`src/rtl/coin_lane_ctrl.sv`:
```
// ---------------------------------------------------------------------------
// coin_lane_ctrl
//   Game-side controller for one lane of falling coin sprites. Spawns coins on
//   a fixed frame interval, follows each coin through its flight, judges the
//   player's button presses as hit / miss / whiff, and keeps a saturating
//   score plus a combo count for the score overlay.
//
// Ports
//   i_clk          system clock (only clock)
//   i_rst_n        synchronous reset, active-low
//   i_frame_tick   one-cycle pulse per vsync, already in the i_clk domain
//   i_run          lane enable; low flushes every busy slot
//   i_btn          raw asynchronous player button, active-high
//   i_in_position  per-coin "inside the hit window" status
//   o_active       per-coin active input (high while the coin is falling)
//   o_score        accumulated score, saturating at 16'hFFFF
//   o_combo        consecutive hits, saturating at 255
//   o_hit          one-cycle pulse: a coin was hit
//   o_miss         one-cycle pulse: a coin left the window unhit or timed out
//   o_whiff        one-cycle pulse: press with no coin in the window
//   o_spawn_drop   one-cycle pulse: spawn was due but no slot was free
// ---------------------------------------------------------------------------
module coin_lane_ctrl #(
    parameter int NUM_COINS      = 4,
    parameter int SPAWN_INTERVAL = 12,
    parameter int MAX_FRAMES     = 48,
    parameter int REARM_FRAMES   = 2,
    parameter int HIT_POINTS     = 10
) (
    input  logic                 i_clk,
    input  logic                 i_rst_n,
    input  logic                 i_frame_tick,
    input  logic                 i_run,
    input  logic                 i_btn,
    input  logic [NUM_COINS-1:0] i_in_position,
    output logic [NUM_COINS-1:0] o_active,
    output logic [15:0]          o_score,
    output logic [7:0]           o_combo,
    output logic                 o_hit,
    output logic                 o_miss,
    output logic                 o_whiff,
    output logic                 o_spawn_drop
);

    // Slot states
    localparam logic [1:0] ST_IDLE  = 2'd0;
    localparam logic [1:0] ST_FLY   = 2'd1;
    localparam logic [1:0] ST_ARMED = 2'd2;
    localparam logic [1:0] ST_REL   = 2'd3;

    // Terminal counts: a counter equal to these on a frame tick completes the interval
    localparam logic [7:0]           SPAWN_LAST = 8'(SPAWN_INTERVAL - 1);
    localparam logic [7:0]           MAX_LAST   = 8'(MAX_FRAMES - 1);
    localparam logic [7:0]           REARM_LAST = 8'(REARM_FRAMES - 1);
    localparam logic [16:0]          HIT_INC    = 17'(HIT_POINTS);
    localparam logic [NUM_COINS-1:0] ONE_N      = NUM_COINS'(1);

    // Isolate the lowest set bit (lowest-index slot wins every arbitration)
    function automatic logic [NUM_COINS-1:0] lowest_one(input logic [NUM_COINS-1:0] v);
        return v & (~v + ONE_N);
    endfunction

    logic                            btn_meta_q, btn_meta_d;
    logic                            btn_sync_q, btn_sync_d;
    logic                            btn_prev_q, btn_prev_d;
    logic [7:0]                      spawn_cnt_q, spawn_cnt_d;
    logic [NUM_COINS-1:0][1:0]       state_q, state_d;
    logic [NUM_COINS-1:0][7:0]       frame_cnt_q, frame_cnt_d;
    logic [NUM_COINS-1:0]            active_q, active_d;
    logic [15:0]                     score_q, score_d;
    logic [7:0]                      combo_q, combo_d;
    logic                            hit_q, hit_d;
    logic                            miss_q, miss_d;
    logic                            whiff_q, whiff_d;
    logic                            drop_q, drop_d;

    logic [NUM_COINS-1:0]            idle_s;
    logic [NUM_COINS-1:0]            cand_s;
    logic [NUM_COINS-1:0]            spawn_sel_s;
    logic [NUM_COINS-1:0]            hit_sel_s;
    logic [NUM_COINS-1:0]            miss_vec_s;
    logic                            press_s;
    logic                            spawn_due_s;
    logic [16:0]                     score_sum_s;

    // Button synchronizer, rise detect and spawn interval timer
    always_comb begin
        btn_meta_d  = i_btn;
        btn_sync_d  = btn_meta_q;
        btn_prev_d  = btn_sync_q;
        // Presses while the lane is stopped are consumed without judgement
        press_s     = btn_sync_q & ~btn_prev_q & i_run;
        spawn_due_s = i_run & i_frame_tick & (spawn_cnt_q == SPAWN_LAST);
        if (!i_run) begin
            spawn_cnt_d = 8'd0;
        end else if (i_frame_tick) begin
            if (spawn_cnt_q == SPAWN_LAST) begin
                spawn_cnt_d = 8'd0;
            end else begin
                spawn_cnt_d = spawn_cnt_q + 8'd1;
            end
        end else begin
            spawn_cnt_d = spawn_cnt_q;
        end
    end

    // Slot status decode and arbitration for spawn and hit
    always_comb begin
        idle_s = '0;
        cand_s = '0;
        for (int k = 0; k < NUM_COINS; k++) begin
            idle_s[k] = (state_q[k] == ST_IDLE);
            cand_s[k] = (state_q[k] == ST_ARMED) & i_in_position[k];
        end
        if (spawn_due_s) begin
            spawn_sel_s = lowest_one(idle_s);
        end else begin
            spawn_sel_s = '0;
        end
        if (press_s) begin
            hit_sel_s = lowest_one(cand_s);
        end else begin
            hit_sel_s = '0;
        end
    end

    // Per-slot FSM; every state entry clears the slot's frame counter
    always_comb begin
        state_d     = state_q;
        frame_cnt_d = frame_cnt_q;
        miss_vec_s  = '0;
        for (int k = 0; k < NUM_COINS; k++) begin
            case (state_q[k])
                ST_IDLE: begin
                    if (spawn_sel_s[k]) begin
                        state_d[k]     = ST_FLY;
                        frame_cnt_d[k] = 8'd0;
                    end else begin
                        state_d[k]     = ST_IDLE;
                    end
                end
                ST_FLY: begin
                    if (!i_run) begin
                        state_d[k]     = ST_REL;
                        frame_cnt_d[k] = 8'd0;
                    end else if (i_in_position[k]) begin
                        state_d[k]     = ST_ARMED;
                        frame_cnt_d[k] = 8'd0;
                    end else if (i_frame_tick) begin
                        if (frame_cnt_q[k] == MAX_LAST) begin
                            state_d[k]     = ST_REL;
                            frame_cnt_d[k] = 8'd0;
                            miss_vec_s[k]  = 1'b1;
                        end else begin
                            frame_cnt_d[k] = frame_cnt_q[k] + 8'd1;
                        end
                    end else begin
                        state_d[k] = ST_FLY;
                    end
                end
                ST_ARMED: begin
                    if (!i_run || hit_sel_s[k]) begin
                        state_d[k]     = ST_REL;
                        frame_cnt_d[k] = 8'd0;
                    end else if (!i_in_position[k]) begin
                        state_d[k]     = ST_REL;
                        frame_cnt_d[k] = 8'd0;
                        miss_vec_s[k]  = 1'b1;
                    end else begin
                        state_d[k] = ST_ARMED;
                    end
                end
                ST_REL: begin
                    // Release runs to completion even while the lane is stopped
                    if (i_frame_tick) begin
                        if (frame_cnt_q[k] == REARM_LAST) begin
                            state_d[k]     = ST_IDLE;
                            frame_cnt_d[k] = 8'd0;
                        end else begin
                            frame_cnt_d[k] = frame_cnt_q[k] + 8'd1;
                        end
                    end else begin
                        state_d[k] = ST_REL;
                    end
                end
                default: begin
                    state_d[k]     = ST_IDLE;
                    frame_cnt_d[k] = 8'd0;
                end
            endcase
        end
    end

    // Output next-values: active lines, judgement pulses, score and combo
    always_comb begin
        active_d = '0;
        for (int k = 0; k < NUM_COINS; k++) begin
            active_d[k] = (state_d[k] == ST_FLY) || (state_d[k] == ST_ARMED);
        end
        hit_d   = |hit_sel_s;
        miss_d  = |miss_vec_s;
        whiff_d = press_s & ~(|cand_s);
        drop_d  = spawn_due_s & ~(|idle_s);

        score_sum_s = {1'b0, score_q} + HIT_INC;
        if (!hit_d) begin
            score_d = score_q;
        end else if (score_sum_s[16]) begin
            score_d = 16'hFFFF;
        end else begin
            score_d = score_sum_s[15:0];
        end

        // A miss in the same cycle as a hit still breaks the combo
        if (miss_d || whiff_d) begin
            combo_d = 8'd0;
        end else if (hit_d) begin
            if (combo_q == 8'hFF) begin
                combo_d = 8'hFF;
            end else begin
                combo_d = combo_q + 8'd1;
            end
        end else begin
            combo_d = combo_q;
        end
    end

    // State registers with synchronous active-low reset
    always_ff @(posedge i_clk) begin
        if (!i_rst_n) begin
            btn_meta_q  <= 1'b0;
            btn_sync_q  <= 1'b0;
            btn_prev_q  <= 1'b0;
            spawn_cnt_q <= 8'd0;
            state_q     <= '0;
            frame_cnt_q <= '0;
            active_q    <= '0;
            score_q     <= 16'd0;
            combo_q     <= 8'd0;
            hit_q       <= 1'b0;
            miss_q      <= 1'b0;
            whiff_q     <= 1'b0;
            drop_q      <= 1'b0;
        end else begin
            btn_meta_q  <= btn_meta_d;
            btn_sync_q  <= btn_sync_d;
            btn_prev_q  <= btn_prev_d;
            spawn_cnt_q <= spawn_cnt_d;
            state_q     <= state_d;
            frame_cnt_q <= frame_cnt_d;
            active_q    <= active_d;
            score_q     <= score_d;
            combo_q     <= combo_d;
            hit_q       <= hit_d;
            miss_q      <= miss_d;
            whiff_q     <= whiff_d;
            drop_q      <= drop_d;
        end
    end

    assign o_active     = active_q;
    assign o_score      = score_q;
    assign o_combo      = combo_q;
    assign o_hit        = hit_q;
    assign o_miss       = miss_q;
    assign o_whiff      = whiff_q;
    assign o_spawn_drop = drop_q;

endmodule

```
`config.mk`:
```
export PLATFORM = sky130hd
export DESIGN_NAME = coin_lane_ctrl
export DESIGN_NICKNAME = d
export VERILOG_FILES = /design/src/rtl/coin_lane_ctrl.sv
export SDC_FILE = /design/constraint.sdc
export NUM_CORES = 1
export LEC_CHECK = 0
export CORE_MARGIN = 5
export CORE_UTILIZATION = 50
export CTS_CLUSTER_DIAMETER = 40
export DETAILED_ROUTE_END_ITERATION = 10
export GPL_TIMING_DRIVEN = 0
export PLACE_DENSITY_LB_ADDON = 0.15
export SYNTH_ARGS = -nofsm -noshare
export SYNTH_HDL_FRONTEND = slang
export SYNTH_SLANG_ARGS = --single-unit
```
`constraint.sdc`:
```
create_clock -name i_clk -period 3.9 [get_ports i_clk]
set_input_delay 0.78 -clock i_clk [delete_from_list [all_inputs] [get_ports i_clk]]
set_output_delay 0.78 -clock i_clk [all_outputs]
set_load 0.01 [all_outputs]
```
### Word-level counts from Yosys, hierarchy flattened

Index checks and enable logic that the tools add are counted.
W data, S select, Z words.

* register bits after elaboration: 83
* input port bits: 9
* output and inout port bits: 32

* add/sub/neg operators: 9
* equal/unequal tests: 46
* mux-type cells: 113
* bitwise operators: 18
* reductions and logical operators: 24

Operator list (count)
* $mux W8: 38
* $pmux W8 S4: 4
* $add A8 B1 Y8 const B: 6
* $mux W2: 24
* $mux W1: 36
* $eq A8 B1 Y1 const B: 4
* $eq A8 B6 Y1 const B: 4
* $pmux W2 S4: 4
* $eq A2 B2 Y1 const B: 12
* $add A16 B4 Y17 const B: 1
* $eq A2 B1 Y1 const B: 8
* $mux W16: 1
* $ne A4 B4 Y1 const B: 4
* $reduce_and A4 Y1: 4
* $reduce_or A4 Y1: 4
* $ne A3 B2 Y1 const B: 4
* $and A1 B1 Y1: 10
* $logic_or A1 B1 Y1: 9
* $add A4 B1 Y4 const B: 2
* $and A4 B4 Y4: 2
* $eq A8 B4 Y1 const B: 1
* $eq A8 B8 Y1 const B: 1
* $logic_not A2 Y1: 4
* $mux W4: 2
* 8 further kinds: 21

### Logic depth before layout (Yosys ltp)

Gate-level depths: netlist of the first run.

* word-level depth: 12
* mapped depth: 9
* gate-level depth less buffers: 8

### Least setup slack after synthesis of the first run

OpenSTA, ideal clock, no wires.

* path kind: input-to-reg
* from: in i_in_position[0]
* to: reg frame_cnt_q[30] (netlist name)
* arrival: 2601 ps
* data required time: 3830 ps
* setup slack: 1228 ps
* stages on the path: 7
* path buffers: 1
* cell sequence: clkbuf_1 a222oi_1 a31o_2 o221ai_1 or2_1 or4b_1 a21oi_1

* word-level cells in the longest chain between the ends: 8
* elaborated cells between the ends (all ways): 10
* classes of those cells: add/sub: 1; eq/ne: 1; mux: 3; bitwise: 3; reduce/logical: 2

Ends and longest elaborated chain
* start, declared: RTL line 35 `input logic [NUM_COINS-1:0] i_in_position,`
* $and A1 B1 Y1 (*): RTL line 113 `cand_s[k] = (state_q[k] == ST_ARMED) & i_in_position[k];`
* $not A4 Y4 (*): RTL line 60 `return v & (~v + ONE_N);`
* $add A4 B1 Y4 (*): RTL line 60
* $and A4 B4 Y4 (*): RTL line 60
* $mux W4 (*): RTL line 120 `if (press_s) begin`
* $logic_or A1 B1 Y1 (*): RTL line 162 `if (!i_run || hit_sel_s[k]) begin`
* $ne A3 B2 Y1 (no source line) / $mux W8 (equally long branches)
* $reduce_and A4 Y1 (no source line) / $pmux W8 S4 (equally long branches)
* end signal, assigned: RTL line 250 `frame_cnt_q <= frame_cnt_d;`
* end, declared: RTL line 68 `logic [NUM_COINS-1:0][7:0] frame_cnt_q, frame_cnt_d;`

Every way passes the cells marked *; elsewhere a longest branch is shown, timed or not.
A chain may end at the register's enable or synchronous reset.

### Worst setup path in the final report of the first run

* from: in i_run
* to: reg score_q[15] (netlist: o_score[15])

* word-level cells in the longest chain between the ends: 3

Ends and longest elaborated chain
* start, declared: RTL line 33 `input logic i_run,`
* $and A1 B1 Y1: RTL line 92 `press_s = btn_sync_q & ~btn_prev_q & i_run;`
* $mux W4: RTL line 120
* $reduce_or A4 Y1: RTL line 200 `hit_d = |hit_sel_s;`
* end signal, assigned: RTL line 252 `score_q <= score_d;`
* end, declared: RTL line 70 `logic [15:0] score_q, score_d;`

No other way between the ends.

==> impl_metrics.prom, run 1 <==
# TYPE chip_impl_metric gauge
chip_impl_info{name="outcome",value="completed"} 1
chip_impl_metric{name="leakage",unit="uW"} 0.001895
chip_impl_metric{name="synth_async_sr_flop_share",unit=""} 0
chip_impl_metric{name="postSynthNetCount",unit=""} 590
chip_impl_metric{name="final-setup-viol-count",unit=""} 0
chip_impl_metric{name="detailedRoute.firstPassIterationCount",unit=""} 5
chip_impl_metric{name="max_cap_violations",unit=""} 0
chip_impl_info{name="netlist_top_cells_area",value="dfxtp_1 36%, ha_1 7.4%, a21oi_1 5.8%, nor2_1 4.3%, nand2_1 3.7%"} 1
chip_impl_metric{name="first_global_vias",unit=""} 4001
chip_impl_metric{name="pin_count_of_the_biggest_net_entering_global_routing",unit=""} 16
chip_impl_metric{name="routabilityCongestion",unit=""} 0.8769
chip_impl_metric{name="cell_area_after_synthesis",unit="um^2"} 4589
chip_impl_metric{name="seq_area",unit="um^2"} 1662
chip_impl_metric{name="synth-seq-cells",unit=""} 83
chip_impl_metric{name="cts-buffers-inserted",unit=""} 9
chip_impl_metric{name="antennaDiodeCount",unit=""} 0
chip_impl_metric{name="clkPwrFrac",unit=""} 0.386
chip_impl_metric{name="track_usage",unit=""} 0.1984
chip_impl_metric{name="final_layout_size_suffix_gt1_frac",unit=""} 0.05428
chip_impl_info{name="worst_r2r_startpoint",value="state_q[0]"} 1
chip_impl_metric{name="port_buffers",unit=""} 38
chip_impl_metric{name="report.final.slew_viol_count",unit=""} 0
chip_impl_metric{name="routed_length_per_placed_instance",unit="um"} 15.11
chip_impl_metric{name="peak_supply_drop",unit="mV"} 0.1954
chip_impl_metric{name="measured_slew_at_the_worst_slew_check_pin",unit="ns"} 1.206
chip_impl_metric{name="power.density",unit="nW/um^2"} 279.0
chip_impl_metric{name="detail_route.wirelength",unit="um"} 10860
chip_impl_info{name="grt_setup_unrepaired",value="false"} 1
chip_impl_metric{name="finalWorstPathRequiredPeriod",unit="ns"} 3.253
chip_impl_metric{name="netSwitchingFraction",unit=""} 0.2535
chip_impl_metric{name="synth.avg_cell_area",unit="um^2"} 8.284
chip_impl_metric{name="placement_rows",unit=""} 35
chip_impl_metric{name="multiInputGateArea",unit="um^2"} 2758
chip_impl_metric{name="areaGrowthSynthToFinish",unit="%"} 15.13
chip_impl_metric{name="worst_ep_required_time",unit="ns"} 4.17
chip_impl_metric{name="core_area",unit="um^2"} 9109
chip_impl_info{name="slowest_cell_on_crit_path",value="clkdlybuf4s50_1"} 1
chip_impl_metric{name="post-cts-setup-buffer-count",unit=""} 0
chip_impl_info{name="worstPathCellList",value="clkdlybuf4s50_1 -> clkbuf_1 -> nand3b_1 -> a21oi_1 -> and3_1 -> and2_1 -> nand3_1 -> o311a_1"} 1
chip_impl_metric{name="yosysTopAreaCellShare",unit=""} 0.3621
chip_impl_metric{name="vias_per_cell",unit=""} 5.914
chip_impl_metric{name="achievable-frequency",unit="MHz"} 307.4
chip_impl_metric{name="seq_pwr_share",unit=""} 0.576
chip_impl_metric{name="initial_core_util",unit=""} 0.5038
chip_impl_info{name="synth.largest_area_cell",value="dfxtp_1"} 1
chip_impl_metric{name="synth-edff-count",unit=""} 0
chip_impl_metric{name="skew",unit="ns"} 0.01482
chip_impl_metric{name="global_route_wire_length_before_repair",unit="um"} 18460
chip_impl_info{name="worstSetupEndpointType",value="register"} 1
chip_impl_info{name="layout.cells.most_common_list",value="83 x dfxtp_1, 53 x a21oi_1, 52 x nor2_1"} 1
chip_impl_metric{name="fillers",unit=""} 851
chip_impl_metric{name="io_pins",unit=""} 41
chip_impl_metric{name="die_area",unit="um^2"} 11190
chip_impl_metric{name="post-route-period-util",unit=""} 0.8341
chip_impl_metric{name="path_clk_slew",unit="ns"} 0.10
chip_impl_metric{name="nets",unit=""} 639
chip_impl_metric{name="ant_nets",unit=""} 0
chip_impl_metric{name="comb_power_share",unit=""} 0.038
chip_impl_metric{name="crit_arrival",unit="ns"} 3.52
chip_impl_metric{name="grt.overflow.total",unit=""} 0
chip_impl_metric{name="synth_warnings",unit=""} 0
chip_impl_metric{name="critPathMaxStageDelay",unit="ns"} 0.64
chip_impl_info{name="worstSetupStartpointType",value="primary input"} 1
chip_impl_metric{name="post_cts.resized_instances",unit=""} 0
chip_impl_metric{name="clkSinkCount",unit=""} 83
chip_impl_metric{name="chip_height",unit="um"} 105.8
chip_impl_info{name="path_class",value="primary input to register"} 1
chip_impl_metric{name="reg2regPathDepth",unit=""} 8
chip_impl_metric{name="hold_fix_buffers_cts",unit=""} 0
chip_impl_metric{name="chipWidth",unit="um"} 105.8
chip_impl_metric{name="setup_total_neg_slack",unit="ns"} 0
chip_impl_info{name="hold_path_startpoint",value="btn_meta_q"} 1
chip_impl_metric{name="drt_iter0_drc",unit=""} 251
chip_impl_metric{name="hpwl",unit="um"} 8064
chip_impl_metric{name="cts_max_level",unit=""} 3
chip_impl_info{name="hold_path_class",value="register to register"} 1
chip_impl_info{name="cts_tree",value="yes"} 1
chip_impl_info{name="rr_endpoint",value="o_score[15]"} 1
chip_impl_metric{name="drcViolationCount",unit=""} 0
chip_impl_info{name="worstSetupStartpoint",value="i_run"} 1
chip_impl_info{name="critical_path.endpoint",value="o_score[15]"} 1
chip_impl_metric{name="total_switching_power",unit="uW"} 373.7
chip_impl_metric{name="r2r_slack",unit="ns"} 0.97
chip_impl_metric{name="power.internal",unit="uW"} 1101
chip_impl_metric{name="worst_slew_margin_rel",unit=""} 0.1861
chip_impl_metric{name="critical_path.max_fanout",unit=""} 10
chip_impl_info{name="final_common_cell",value="dfxtp_1"} 1
chip_impl_metric{name="timing.hold.ws",unit="ns"} 0.4409
chip_impl_metric{name="synth_cell_type_count",unit=""} 64
chip_impl_metric{name="hold_viol_final",unit=""} 0
chip_impl_metric{name="clock_latency",unit="ns"} 0.37
chip_impl_metric{name="syn_inst",unit=""} 554
chip_impl_info{name="synth_ff_type",value="dfxtp_1"} 1
chip_impl_metric{name="synth-seq-area-share",unit=""} 0.3621
chip_impl_info{name="cell_chosen_for_the_clock_root",value="clkbuf_8"} 1
chip_impl_metric{name="antenna_violations_before_repair",unit=""} 0
chip_impl_metric{name="detailroute.via_count",unit=""} 4252
chip_impl_metric{name="maximum_number_of_buffers_from_clock_root_to_sink",unit=""} 2
[worst min-delay path by stage]
stage	to	depth (start not counted)
2_1_floorplan	btn_prev_d	1
3_3_place_gp	btn_prev_d	1
3_5_place_dp	btn_prev_d	1
4_1_cts	btn_prev_d	1
5_1_grt	btn_prev_d	1
6_report	btn_prev_d	1
[critical path: cells and delay by family]
family	cells	cell delay, ns
compound gates	2	0.88
buf+inv	2	1.02
simple gates	4	0.85
[registers in the layout (all words and copies together), names as in the netlist, 4 cells and up]
signal       flops
frame_cnt_q     32
o_score         16
o_combo          8
spawn_cnt_q      8
state_q          8
o_active         4
[layer usage]
layer | track usage | part of all wire | wire, um
met1 | 0.2593 | 0.48 | 5177
met2 | 0.3229 | 0.46 | 5043
met3 | 0.04164 | 0.039 | 427
met4 | 0.07216 | 0.020 | 215
met5 | 0 | 0 | 0
[metrics by stage]
step           power, uW    util  std cells  setup slack, ns  area [um^2]
3_3_place_gp       925.6  0.5609        703           0.3284         5109
2_1_floorplan      900.9       -        554            1.228         4589
5_1_grt             1533  0.5801        719           0.3945         5284
3_5_place_dp       925.6  0.5609        703           0.3158         5109
6_report            1474  0.5801        719           0.6472         5284
4_1_cts             1491  0.5801        719           0.7066         5284
[layout make-up]
cell class | instances | share of cell area
buffer | 18 | 0.01373
clock buffer | 10 | 0.02415
clock inverter | 6 | 0.008998
inverter | 26 | 0.01847
multi-input combinational | 427 | 0.5219
sequential | 83 | 0.3145
tap | 111 | 0.02628
timing repair buffer | 38 | 0.07199
[cell families (layout without fill, tap and decap cells)]
family / after synthesis / after routing / share of synthesized area
compound gates: 142 / 142 / 0.2053
simple gates: 228 / 228 / 0.2645
buf+inv: 44 / 98 / 0.03707
xor+xnor: 29 / 29 / 0.05534
flops: 83 / 83 / 0.3620
fa+ha+maj: 27 / 27 / 0.07361
mux: 1 / 1 / 0.002181
[power groups by stage]
stage          registers, uW  logic, uW  clock network [uW]
4_1_cts                  850       55.8                 585
2_1_floorplan            870       31.2                   0
5_1_grt                  851       61.3                 621
6_report                 850       55.8                 569
3_3_place_gp             870       55.7                   0
3_5_place_dp             870       55.6                   0
[Yosys cell counts (5+ instances only)]
cell type,count
ha_1,27
xnor2_1,10
a311oi_1,5
o21a_1,5
dfxtp_1,83
o211ai_1,5
a211oi_1,7
or3_1,10
clkbuf_1,15
xor2_1,19
and3_1,16
nand3_1,23
nor2b_1,9
nand2_1,45
nand3b_1,7
and4_1,5
inv_1,26
a31oi_1,8
o21ai_0,21
nand4_1,17
a21oi_1,53
nor2_1,52
and2_1,10
nor3_1,10
Power figures use the tool's default switching activity.
==> run 2, diff against run 1 <==
==> constraint.sdc (replaced) <==
create_clock -name i_clk -period 2.7 [get_ports i_clk]
set_input_delay 0.54 -clock i_clk [delete_from_list [all_inputs] [get_ports i_clk]]
set_output_delay 0.54 -clock i_clk [all_outputs]
set_load 0.01 [all_outputs]
==> impl_metrics.prom, run 2 (synthesized netlist as in run 1, its figures left out) <==
# TYPE chip_impl_metric gauge
chip_impl_metric{name="first_global_vias",unit=""} 4047
chip_impl_metric{name="hpwl",unit="um"} 8064
chip_impl_metric{name="max_cap_violations",unit=""} 0
chip_impl_info{name="worstSetupStartpointType",value="primary input"} 1
chip_impl_metric{name="drt_iter0_drc",unit=""} 209
chip_impl_metric{name="final-instance-count-excl-fill",unit=""} 722
chip_impl_info{name="cell_chosen_for_the_clock_root",value="clkbuf_8"} 1
chip_impl_metric{name="worst_ep_required_time",unit="ns"} 2.95
chip_impl_metric{name="chip_height",unit="um"} 105.8
chip_impl_metric{name="skew",unit="ns"} 0.01595
chip_impl_metric{name="routed_length_per_placed_instance",unit="um"} 15.25
chip_impl_metric{name="routabilityCongestion",unit=""} 0.8769
chip_impl_metric{name="clock_latency",unit="ns"} 0.37
chip_impl_metric{name="io_pins",unit=""} 41
chip_impl_metric{name="final-setup-viol-count",unit=""} 0
chip_impl_metric{name="path_clk_slew",unit="ns"} 0.08
chip_impl_metric{name="initial_core_util",unit=""} 0.5038
chip_impl_metric{name="drcViolationCount",unit=""} 0
chip_impl_metric{name="areaGrowthSynthToFinish",unit="%"} 17.39
chip_impl_metric{name="maximum_number_of_buffers_from_clock_root_to_sink",unit=""} 2
chip_impl_info{name="final_common_cell",value="dfxtp_1"} 1
chip_impl_info{name="cts_tree",value="yes"} 1
chip_impl_metric{name="detailroute.via_count",unit=""} 4290
chip_impl_info{name="slowest_cell_on_crit_path",value="clkdlybuf4s50_1"} 1
chip_impl_metric{name="antennaDiodeCount",unit=""} 0
chip_impl_metric{name="leakage",unit="uW"} 0.001930
chip_impl_metric{name="track_usage",unit=""} 0.2014
chip_impl_info{name="hold_path_class",value="register to register"} 1
chip_impl_metric{name="met3_wirelength",unit="um"} 451
chip_impl_metric{name="power.density",unit="nW/um^2"} 396.2
chip_impl_metric{name="worst_slew_margin_rel",unit=""} 0.2028
chip_impl_metric{name="r2r_slack",unit="ns"} 0.07
chip_impl_metric{name="global_route_wire_length_before_repair",unit="um"} 18770
chip_impl_info{name="outcome",value="completed"} 1
chip_impl_metric{name="final_layout_size_suffix_gt1_frac",unit=""} 0.08511
chip_impl_metric{name="hold_viol_final",unit=""} 0
chip_impl_metric{name="clkSinkCount",unit=""} 83
chip_impl_metric{name="crit_arrival",unit="ns"} 2.92
chip_impl_metric{name="detail_route.wirelength",unit="um"} 11010
chip_impl_info{name="topRoutingLayerUsed",value="met4"} 1
chip_impl_metric{name="report.final.slew_viol_count",unit=""} 0
chip_impl_metric{name="cts_max_level",unit=""} 3
chip_impl_metric{name="detail_route.wirelength.met1",unit="um"} 5202
chip_impl_info{name="layout.cells.most_common_list",value="77 x dfxtp_1, 52 x nor2_1, 52 x a21oi_1"} 1
chip_impl_info{name="worstPathCellList",value="clkdlybuf4s50_1 -> nand3_2 -> or4_4 -> a221oi_2 -> buf_4 -> nand4_1 -> xor2_1 -> nor2_1"} 1
chip_impl_metric{name="peak_supply_drop",unit="mV"} 0.2846
chip_impl_metric{name="grt.overflow.total",unit=""} 0
chip_impl_metric{name="port_buffers",unit=""} 38
chip_impl_metric{name="post-route-period-util",unit=""} 0.9893
chip_impl_metric{name="critPathMaxStageDelay",unit="ns"} 0.59
chip_impl_metric{name="chipWidth",unit="um"} 105.8
chip_impl_metric{name="setup_slack",unit="ns"} 0.02895
chip_impl_metric{name="placement_rows",unit=""} 35
chip_impl_metric{name="hold_fix_buffers_cts",unit=""} 0
chip_impl_metric{name="measured_slew_at_the_worst_slew_check_pin",unit="ns"} 1.181
chip_impl_metric{name="routed-wl-met2",unit="um"} 5159
chip_impl_metric{name="pin_count_of_the_biggest_net_entering_global_routing",unit=""} 16
chip_impl_info{name="grt_setup_unrepaired",value="true"} 1
chip_impl_info{name="worstSetupEndpointType",value="register"} 1
chip_impl_metric{name="vias_per_cell",unit=""} 5.942
chip_impl_metric{name="detailedRoute.firstPassIterationCount",unit=""} 5
chip_impl_metric{name="number_of_flip_flops_in_the_largest_register",unit=""} 32
chip_impl_info{name="path_class",value="primary input to register"} 1
chip_impl_metric{name="antenna_violations_before_repair",unit=""} 0
chip_impl_metric{name="ant_nets",unit=""} 0
chip_impl_metric{name="timing.hold.ws",unit="ns"} 0.4406
chip_impl_metric{name="cts-buffers-inserted",unit=""} 9
chip_impl_metric{name="dp_slack",unit="ns"} -0.6442
chip_impl_metric{name="nets",unit=""} 642
chip_impl_metric{name="die_area",unit="um^2"} 11190
chip_impl_metric{name="core_area",unit="um^2"} 9109
chip_impl_info{name="top_register_by_number_of_flip_flops",value="frame_cnt_q"} 1
chip_impl_metric{name="finalWorstPathRequiredPeriod",unit="ns"} 2.671
chip_impl_metric{name="dp_cells",unit=""} 703
chip_impl_metric{name="achievable-frequency",unit="MHz"} 374.4
chip_impl_metric{name="critical_path.max_fanout",unit=""} 10
run 2: worst max-delay path, delay by kind of cell:
family	cells	cell delay [ns]
buffers and inverters	2	0.82
AND/OR/NAND/NOR	4	0.97
AO/OA/AOI/OAI	1	0.38
XOR/XNOR	1	0.21
run 2: cell type report:
cell class	instances	area, um^2
fill	839	3721
multi-input combinational	427	2829
sequential	83	1669
timing repair buffer	41	401.6
tap	111	138.9
clock buffer	10	127.6
inverter	26	97.59
buffer	18	76.32
clock inverter	6	47.55
run 2: metrics by stage:
stage	cell area, um^2	TNS [ns]	total power [uW]	utilization
2_1_floorplan	4589	0	1301	-
3_3_place_gp	5109	-21.42	1337	0.5609
3_5_place_dp	5109	-21.39	1337	0.5609
4_1_cts	5366	0	2154	0.5891
5_1_grt	5388	-0.1379	2215	0.5915
6_report	5388	0	2135	0.5915
run 2: final timing paths:
path / from / depth (start not counted) / to
worst max-delay path: i_frame_tick / 8 / frame_cnt_q[6]
worst min-delay path: btn_meta_q / 1 / btn_prev_d
worst max register to register: spawn_cnt_q[4] / 8 / frame_cnt_q[6]
worst min register to register: btn_meta_q / 1 / btn_prev_d
run 2: power by group:
| part | switching [uW] | internal, uW |
|---|---|---|
| sequential | 1.94 | 1230 |
| clock | 485 | 341 |
| combinational | 57.8 | 23.6 |
run 2: repair_timing:
item	in CTS	in global routing
resized for setup	18	6
setup endpoints to repair	30	9
pin swaps	4	2
setup buffers	3	0
endpoints found under the hold margin	0	0
run 2: per-layer routing:
layer  vias up  global-route usage
met5         -                   0
li1       2131                   -
met3        16             0.04225
met2        95              0.3311
met1      2048              0.2615
met4         0             0.07031
==> run 3, diff against run 2 <==
--- a/config.mk
+++ b/config.mk
@@ -5,6 +5,7 @@
 export SDC_FILE = /design/constraint.sdc
 export NUM_CORES = 1
 export LEC_CHECK = 0
+export CAP_MARGIN = 20
 export CORE_MARGIN = 5
 export CORE_UTILIZATION = 50
 export CTS_CLUSTER_DIAMETER = 40
==> impl_metrics.prom, run 3 (synthesized netlist as in run 1, its figures left out) <==
# TYPE chip_impl_metric gauge
chip_impl_info{name="outcome",value="finished with violations"} 1
chip_impl_info{name="failed_checks",value="setup timing"} 1
chip_impl_metric{name="critical_path.max_fanout",unit=""} 10
chip_impl_metric{name="number_of_flip_flops_in_the_largest_register",unit=""} 32
chip_impl_metric{name="max_cap_violations",unit=""} 0
chip_impl_info{name="hold_path_startpoint",value="btn_meta_q"} 1
chip_impl_metric{name="drt_iter0_drc",unit=""} 256
chip_impl_metric{name="clkSinkCount",unit=""} 83
chip_impl_metric{name="initial_core_util",unit=""} 0.5038
chip_impl_metric{name="clock_latency",unit="ns"} 0.37
chip_impl_metric{name="hpwl",unit="um"} 8064
chip_impl_metric{name="hold_path_depth",unit=""} 1
chip_impl_info{name="cell_chosen_for_the_clock_root",value="clkbuf_8"} 1
chip_impl_metric{name="die_area",unit="um^2"} 11190
chip_impl_metric{name="skew",unit="ns"} 0.01559
chip_impl_metric{name="chipWidth",unit="um"} 105.8
chip_impl_metric{name="report.final.slew_viol_count",unit=""} 0
chip_impl_metric{name="drcViolationCount",unit=""} 0
chip_impl_metric{name="routabilityCongestion",unit=""} 0.8769
chip_impl_metric{name="routed_length_per_placed_instance",unit="um"} 15.21
chip_impl_info{name="cts_tree",value="yes"} 1
chip_impl_metric{name="reg2regPathDepth",unit=""} 8
chip_impl_metric{name="power.density",unit="nW/um^2"} 396.7
chip_impl_info{name="hold_end",value="btn_prev_d"} 1
chip_impl_metric{name="final_layout_size_suffix_gt1_frac",unit=""} 0.08660
chip_impl_metric{name="crit_arrival",unit="ns"} 2.96
chip_impl_metric{name="cts-buffers-inserted",unit=""} 9
chip_impl_metric{name="ant_nets",unit=""} 0
chip_impl_info{name="grt_setup_unrepaired",value="true"} 1
chip_impl_info{name="topRoutingLayerUsed",value="met4"} 1
chip_impl_metric{name="nets",unit=""} 643
chip_impl_metric{name="antenna_violations_before_repair",unit=""} 0
chip_impl_info{name="cpLargestDelayFamily",value="simple AND/OR/NAND/NOR gates"} 1
chip_impl_metric{name="met3_wirelength",unit="um"} 474
chip_impl_metric{name="hold_fix_buffers_cts",unit=""} 0
chip_impl_metric{name="port_buffers",unit=""} 38
chip_impl_metric{name="leakage",unit="uW"} 0.001934
chip_impl_metric{name="detail_route.wirelength",unit="um"} 10990
chip_impl_metric{name="first_global_vias",unit=""} 4047
chip_impl_metric{name="setup_slack",unit="ns"} -0.01128
chip_impl_metric{name="routed-wl-met2",unit="um"} 5123
chip_impl_metric{name="detailroute.via_count",unit=""} 4298
chip_impl_info{name="worstSetupStartpointType",value="primary input"} 1
chip_impl_metric{name="path_buf_inv",unit=""} 2
chip_impl_metric{name="track_usage",unit=""} 0.2014
chip_impl_metric{name="global_route_wire_length_before_repair",unit="um"} 18770
chip_impl_info{name="slowest_cell_on_crit_path",value="clkdlybuf4s50_1"} 1
chip_impl_info{name="final_common_cell",value="dfxtp_1"} 1
chip_impl_info{name="worstSetupEndpointType",value="register"} 1
chip_impl_metric{name="dp_cells",unit=""} 703
chip_impl_metric{name="chip_height",unit="um"} 105.8
chip_impl_metric{name="worst_slew_margin_rel",unit=""} 0.4423
chip_impl_metric{name="finalWorstPathRequiredPeriod",unit="ns"} 2.711
chip_impl_metric{name="pin_count_of_the_biggest_net_entering_global_routing",unit=""} 16
chip_impl_metric{name="vias_per_cell",unit=""} 5.945
chip_impl_metric{name="detailedRoute.firstPassIterationCount",unit=""} 5
chip_impl_metric{name="hold_viol_final",unit=""} 0
chip_impl_metric{name="post-route-period-util",unit=""} 1.004
chip_impl_metric{name="grt.overflow.total",unit=""} 0
chip_impl_info{name="worst_r2r_startpoint",value="spawn_cnt_q[4]"} 1
chip_impl_metric{name="io_pins",unit=""} 41
chip_impl_info{name="path_class",value="primary input to register"} 1
chip_impl_metric{name="critPathMaxStageDelay",unit="ns"} 0.59
chip_impl_metric{name="achievable-frequency",unit="MHz"} 368.8
chip_impl_metric{name="worst_ep_required_time",unit="ns"} 2.95
chip_impl_metric{name="areaGrowthSynthToFinish",unit="%"} 17.50
chip_impl_metric{name="r2r_slack",unit="ns"} 0.03
chip_impl_metric{name="antennaDiodeCount",unit=""} 0
chip_impl_metric{name="placement_rows",unit=""} 35
chip_impl_info{name="layout.cells.most_common_list",value="77 x dfxtp_1, 52 x nor2_1, 52 x a21oi_1"} 1
chip_impl_metric{name="cts_max_level",unit=""} 3
chip_impl_metric{name="fillers",unit=""} 839
chip_impl_metric{name="core_area",unit="um^2"} 9109
chip_impl_metric{name="final-setup-viol-count",unit=""} 1
chip_impl_metric{name="maximum_number_of_buffers_from_clock_root_to_sink",unit=""} 2
chip_impl_metric{name="path_clk_slew",unit="ns"} 0.08
chip_impl_metric{name="peak_supply_drop",unit="mV"} 0.2859
chip_impl_info{name="hold_path_class",value="register to register"} 1
chip_impl_metric{name="detail_route.wirelength.met1",unit="um"} 5158
chip_impl_info{name="worstPathCellList",value="clkdlybuf4s50_1 -> nand3_2 -> or4_4 -> a221oi_2 -> buf_4 -> nand4_1 -> xor2_1 -> nor2_1"} 1
chip_impl_metric{name="measured_slew_at_the_worst_slew_check_pin",unit="ns"} 0.8289
chip_impl_metric{name="post-layout-total-power",unit="uW"} 2139
chip_impl_info{name="top_register_by_number_of_flip_flops",value="frame_cnt_q"} 1
chip_impl_metric{name="final-instance-count-excl-fill",unit=""} 723
chip_impl_info{name="rr_endpoint",value="frame_cnt_q[6]"} 1
[run 3: final cells by class]
type,count,area (um^2),area share
multi-input combinational,427,2829,0.5246
sequential,83,1669,0.3095
timing repair buffer,42,406.6,0.07541
tap,111,138.9,0.02575
clock buffer,10,127.6,0.02367
inverter,26,97.59,0.01810
buffer,18,76.32,0.01415
clock inverter,6,47.55,0.008817
[run 3: per-layer routing]
| metal | track usage | up-vias |
|---|---|---|
| met5 | 0 | - |
| met4 | 0.07031 | 0 |
| met3 | 0.04225 | 22 |
| met2 | 0.3311 | 103 |
| met1 | 0.2615 | 2037 |
| li1 | - | 2136 |
[run 3: where the power goes]
group	switching [uW]	total, uW	internal (uW)
Combinational	58.0	82.1	24.0
Clock	489	829	341
Sequential	1.93	1230	1230
[run 3: worst max path at each step]
stage	start	end	cells after the start
floorplan	state_q[2]	frame_cnt_q[30]	8
CTS	spawn_cnt_q[4]	frame_cnt_q[6]	8
finish	i_frame_tick	frame_cnt_q[6]	8
detailed placement	i_run	o_score[15]	8
global route	i_frame_tick	o_active[3]	8
global placement	i_run	o_score[15]	8
[run 3: metrics by stage]
stage	hold slack (ns)	instance area (um^2)	TNS [ns]	worst slack (ns)	utilization
after global placement	0.4154	5109	-21.42	-0.6317	0.5609
after global routing	0.4783	5393	-0.1379	-0.07466	0.5920
after detailed placement	0.4216	5109	-21.39	-0.6442	0.5609
after floorplan	0.4119	4589	0	0.09879	-
final	0.4418	5393	-0.01128	-0.01128	0.5920
after CTS	0.4421	5366	0	0.07905	0.5891
[run 3: what timing repair did]
action | 4_1_cts | 5_1_grt
endpoints found under the setup margin | 30 | 9
pin swaps | 4 | 2
buffers inserted | 3 | 0
gates resized for setup | 18 | 6
